### src/rtl/ofifo_pkg.sv
// Shared defaults and pointer-width helper for the per-column output FIFO.
package ofifo_pkg;

  localparam int unsigned DEF_COL    = 8;
  localparam int unsigned DEF_ACT_BW = 4;
  localparam int unsigned DEF_DEPTH  = 64;

  // Address bits for a power-of-two depth; the pointers carry one extra wrap bit.
  function automatic int unsigned ptr_w(input int unsigned d);
    return $clog2(d);
  endfunction

endpackage

### src/rtl/ofifo_col.sv
// One column of the output FIFO: first-word-fall-through storage with
// address+wrap pointers, so all depth entries are usable.
module ofifo_col
  import ofifo_pkg::*;
#(
  parameter int unsigned act_bw = DEF_ACT_BW,
  parameter int unsigned depth  = DEF_DEPTH
) (
  input  logic              clk,
  input  logic              reset,
  input  logic              wr,
  input  logic [act_bw-1:0] in,
  input  logic              rd,
  output logic [act_bw-1:0] out,
  output logic              empty,
  output logic              full
);

  localparam int unsigned AW = ptr_w(depth);

  logic [AW:0]       r_wr_ptr;
  logic [AW:0]       r_rd_ptr;
  logic [act_bw-1:0] r_mem [depth];

  logic w_push;
  logic w_pop;

  assign empty = (r_wr_ptr == r_rd_ptr);
  assign full  = (r_wr_ptr[AW-1:0] == r_rd_ptr[AW-1:0]) &&
                 (r_wr_ptr[AW] != r_rd_ptr[AW]);

  // Fullness is judged before any pop, so a write to a full column is
  // dropped even when the head leaves in the same cycle.
  assign w_push = wr && !full;
  assign w_pop  = rd && !empty;

  // NOTE: non-blocking assignments keep every register sampling pre-edge values.
  always_ff @(posedge clk or negedge reset) begin
    if (!reset) begin
      r_wr_ptr <= '0;
      r_rd_ptr <= '0;
    end else begin
      if (w_push) r_wr_ptr <= r_wr_ptr + {{AW{1'b0}}, 1'b1};
      if (w_pop)  r_rd_ptr <= r_rd_ptr + {{AW{1'b0}}, 1'b1};
    end
  end

  // NOTE: storage has no reset; clearing the pointers is what discards the data.
  always_ff @(posedge clk) begin
    if (w_push) r_mem[r_wr_ptr[AW-1:0]] <= in;
  end

  assign out = r_mem[r_rd_ptr[AW-1:0]];

endmodule

### src/rtl/ofifo_4bit.sv
// Output FIFO: col independent column FIFOs popped together as one row.
// Optional sticky per-column overflow flags under OFIFO_OVERFLOW_FLAG_EN.
module ofifo_4bit
  import ofifo_pkg::*;
#(
  parameter int unsigned col    = DEF_COL,
  parameter int unsigned act_bw = DEF_ACT_BW,
  parameter int unsigned depth  = DEF_DEPTH
) (
  input  logic                  clk,
  input  logic                  reset,
  input  logic [col-1:0]        wr,
  input  logic [col*act_bw-1:0] in,
  input  logic                  rd,
  output logic [col*act_bw-1:0] out,
  output logic                  o_valid,
  output logic                  o_full,
`ifdef OFIFO_OVERFLOW_FLAG_EN
  output logic [col-1:0]        o_overflow,
`endif
  output logic                  o_ready
);

  logic [col-1:0]        w_empty;
  logic [col-1:0]        w_full;
  logic [col*act_bw-1:0] w_col_out;
  logic                  w_rd;

  for (genvar g = 0; g < col; g++) begin : g_col
    ofifo_col #(
      .act_bw (act_bw),
      .depth  (depth)
    ) u_col (
      .clk   (clk),
      .reset (reset),
      .wr    (wr[g]),
      .in    (in[g*act_bw +: act_bw]),
      .rd    (w_rd),
      .out   (w_col_out[g*act_bw +: act_bw]),
      .empty (w_empty[g]),
      .full  (w_full[g])
    );
  end

  // A row exists only once every column has an entry; rows pop atomically.
  assign o_valid = &(~w_empty);
  assign w_rd    = rd && o_valid;
  assign out     = o_valid ? w_col_out : '0;
  assign o_full  = |w_full;
  assign o_ready = ~o_full;

`ifdef OFIFO_OVERFLOW_FLAG_EN
  logic [col-1:0] r_overflow;

  always_ff @(posedge clk or negedge reset) begin
    if (!reset) r_overflow <= '0;
    else        r_overflow <= r_overflow | (wr & w_full);
  end

  assign o_overflow = r_overflow;
`endif

endmodule

### config.mk
export PLATFORM = sky130hd
export DESIGN_NAME = ofifo_4bit
export DESIGN_NICKNAME = d
export VERILOG_FILES = /design/src/rtl/ofifo_pkg.sv /design/src/rtl/ofifo_col.sv /design/src/rtl/ofifo_4bit.sv
export SDC_FILE = /design/constraint.sdc
export NUM_CORES = 2
export LEC_CHECK = 0
export BUFFER_PORTS_ARGS = -buffer_cell sky130_fd_sc_hd__buf_2
export CORE_MARGIN = 8
export CORE_UTILIZATION = 30
export DETAILED_ROUTE_END_ITERATION = 12
export GPL_TIMING_DRIVEN = 0
export PLACE_DENSITY = 0.5
export SLEW_MARGIN = 20
export SYNTH_ARGS = -nofsm -noshare
export SYNTH_HDL_FRONTEND = slang
export SYNTH_SLANG_ARGS = --single-unit
### constraint.sdc
create_clock -name clk -period 2.8 [get_ports clk]
set_input_delay 0.28 -clock clk [delete_from_list [all_inputs] [get_ports clk]]
set_output_delay 0.28 -clock clk [all_outputs]
set_load 0.01 [all_outputs]
==> flow_metrics.tcl <==
set metrics [dict create \
    nFillCells 27000 \
    syn_area_um2 87100 \
    fin_skew_ps 64.6 \
    ys_ff_latch 2160 \
    holdCritPathClass "in2reg" \
    grt_pass1_wl_um 332000 \
    status "complete, but fails checks" \
    dr_total_vias 45900 \
    area_growth_pct 18.3 \
    crit_type "reg2out" \
    post-synth-top-area-cell "edfxtp_1" \
    antenna_found_initial 10 \
    num_rows 197 \
    layout_min_cycle_time_ps 3950 \
    violations "setup timing" \
    cpLargestDelayFamily "simple AND/OR/NAND/NOR gates" \
    final_max_slew_viol_count 0 \
    cts_buffers 227 \
    max-cap-violations 0 \
    ys.flop_type "edfxtp_1" \
    timing.critical_path.from_type "flip-flop" \
    powerDensity_nw_per_um2 1080 \
    hpwlAfterDp_um 145000 \
    yosys_warnings 0 \
    holdWs_ps 2.60 \
    setup_ws_ps -1150 \
    slowest_delay_ps 620 \
    placedCellCount 8591 \
    synthCells 4731 \
    nNetsFinal 5229 \
    ir_drop_mv 0.898 \
    fin_setup_tns_ps -43970 \
    ys_seq_area_frac 0.739 \
    drt-wirelength-per-cell_um 25.1 \
    max_freq_mhz 253 \
    grt_max_degree 79 \
    antenna_left 0 \
    start_util 0.302 \
    cts.sinks 2160 \
    drc_errors 0 \
    dr.pass1.iters 7 \
    grt_pass1_vias 47200 \
    rr_endpoint "g_col[1].u_col.r_mem[43][2]" \
    leakagePower_uw 0.0325 \
    synth_nets 4790 \
    seq_area_um2 64300 \
    crit_fanout 7 \
    crit_cells 11 \
    synthTopCellsByArea "edfxtp_1, mux4_2, dfrtp_1, nor2_1, mux2i_1" \
    r2r-start "g_col[1].u_col.r_rd_ptr[0]" \
    io_pins 78 \
    crit_required_ps 2520 \
    vias_per_cell 5.02 \
    multi_input_area_um2 22500 \
    chipHeight_um 555 \
    worstMarginPinSlew_ps 1120 \
    reg2reg_setup_slack_ps -200 \
    rsz0062_at_grt "yes" \
    dr.first_iter.drc_count 4366 \
    avgSynthCellArea_um2 18.4 \
    pre_cts_ws_ps -1780 \
    hold_viol_final 0 \
    synth_top_area_share 0.706 \
    insertion_delay_ps 880 \
    dieArea_um2 308000 \
    grt_util_all_layers 0.144 \
    core_area_um2 288000 \
    cts_root_buf "clkbuf_16" \
    clkTransAtPathRegs_ps 70 \
    endpoint_kind "primary output" \
    io_buffers 76 \
    path_buf_inv 5 \
    cts_buffer_depth 4 \
    ff2ff_path_depth 7 \
    drive_above_1_share 0.283 \
    synthDistinctLibCells 72 \
    die_w_um 555 \
    cts_tree "yes" \
    crit_path_end "out[4]" \
    drt-total-wl_um 229000 \
    htreeDepth 4 \
    path_cells "buf_6 > xnor2_1 > nand4_1 > or3_4 > nand4_1 > or4_4 > buf_12 > buf_16 > buf_16 > a211oi_4 > buf_2" \
    setup_violations 119 \
    fin_crit_sh 1.41 \
    crit_start "g_col[1].u_col.r_rd_ptr[0]" \
    whs_path_depth 1 \
    slew_headroom 0.252 \
    overflow 0 \
    critPathSlowestCell "or4_4" \
    synth_edf_count 2048 \
    final_cells 9135 \
    gp_congestion 0.802 \
    arrival_ps 3670 \
    async_reset_ff_frac 0.0519 \
]
## power by group
part / internal [µW] / switching, µW / total [µW]
registers: 37200 / 880 / 38100
clock network: 17100 / 12500 / 29600
logic: 17900 / 25300 / 43100
## layout make-up
class	count	area share
flip-flops and latches	2160	0.624
multi-input cells	2246	0.219
clock buffers	280	0.0577
well taps	3781	0.0459
plain buffers	289	0.0204
repair buffers	224	0.0195
clock inverters	129	0.0123
inverters	22	0.000863
diodes	4	0.0000972
## worst min path at each step
stage                                          start                          end  slack [ps]
after global placement    g_col[3].u_col.r_wr_ptr[6]   g_col[3].u_col.r_wr_ptr[6]         470
after CTS                                     in[30]  g_col[7].u_col.r_mem[39][2]         150
after global routing                          in[25]  g_col[6].u_col.r_mem[16][1]        -0.6
after detailed placement                       reset   g_col[6].u_col.r_wr_ptr[5]         180
final                                         in[20]  g_col[5].u_col.r_mem[20][0]           3
after floorplan                                reset   g_col[0].u_col.r_rd_ptr[0]         -20
## cells by family after synthesis
logic type | count (synthesis) | share of synthesized area
adders and majority gates | 16 | 0.00230
buffers and inverters | 325 | 0.0165
and+or+nand+nor | 1066 | 0.0562
muxes | 659 | 0.143
AOI/OAI and AO/OA | 359 | 0.0282
DFF | 2160 | 0.739
xor gates and xnor gates | 146 | 0.0148
## what timing repair did
| item | CTS | global route |
|---|---|---|
| cloned | 0 | 2 |
| resized for setup | 332 | 374 |
| hold buffers | 19 | 17 |
| endpoints found under the setup margin | 1902 | 2086 |
| buffers inserted | 25 | 84 |
| hold endpoints to repair | 409 | 603 |
| pin swaps | 24 | 66 |
## routing by layer
metal / GRT usage / part of all wire
met4: 0.0402 / 0.025
met2: 0.231 / 0.47
met3: 0.0235 / 0.058
met5: 0 / 0
met1: 0.202 / 0.44
## worst reg2reg max path, delay by kind of cell (launching register included)
kind                   cells  cell delay [ps]
AO/OA/AOI/OAI              1              260
buffers and inverters      1              140
flip-flops                 1              390
XOR/XNOR                   1              120
AND/OR/NAND/NOR            4             1710
## through the flow
step / utilization / instance area, µm² / power, µW
6_report: 0.357 / 103000 / 111000
5_1_grt: 0.357 / 103000 / 115000
4_1_cts: 0.350 / 101000 / 108000
3_5_place_dp: 0.320 / 92300 / 74400
3_3_place_gp: 0.320 / 92200 / 74300
2_1_floorplan: - / 87100 / 60100
## sequential cells by signal (all words and copies together) (netlist names)
| signal | cells |
|---|---|
| g_col.u_col.r_wr_ptr | 56 |
| g_col.u_col.r_rd_ptr | 56 |
| g_col.u_col.r_mem | 2048 |
## synthesized netlist by cell type, types with 62 or more instances
| cell type | instances |
|---|---|
| buf_2 | 120 |
| xnor2_1 | 81 |
| mux4_2 | 465 |
| nand3_1 | 76 |
| dfrtp_1 | 112 |
| nor2_1 | 617 |
| mux2i_1 | 146 |
| buf_1 | 70 |
| xor2_1 | 64 |
| nand2_1 | 119 |
| edfxtp_1 | 2048 |
| clkbuf_1 | 94 |
| a22oi_1 | 62 |
## cells in the final DEF (no fill, tap or decap), types with 21 or more instances in the layout
cell / synthesis / routed
edfxtp_1: 2048 / 2048
nor2_1: 617 / 503
mux4_2: 465 / 465
clkbuf_16: 0 / 231
buf_4: 16 / 157
mux2i_1: 146 / 142
nor2_2: 0 / 111
nand2_1: 119 / 103
dfrtp_1: 112 / 97
clkbuf_1: 94 / 91
buf_2: 120 / 78
xnor2_1: 81 / 78
nand3_1: 76 / 64
buf_6: 1 / 61
a22oi_1: 62 / 60
nand3b_1: 58 / 58
xor2_1: 64 / 55
o21ai_0: 61 / 50
mux2_2: 48 / 48
clkinv_1: 0 / 47
o22ai_1: 45 / 42
a21oi_1: 54 / 41
clkbuf_2: 2 / 38
nor2b_1: 37 / 37
buf_1: 70 / 35
clkinv_2: 0 / 35
dlygate4sd3_1: 0 / 35
a211oi_1: 31 / 23
bufinv_16: 0 / 23
buf_12: 0 / 22
clkbuf_4: 0 / 21
(Power assumes the default switching activity.)
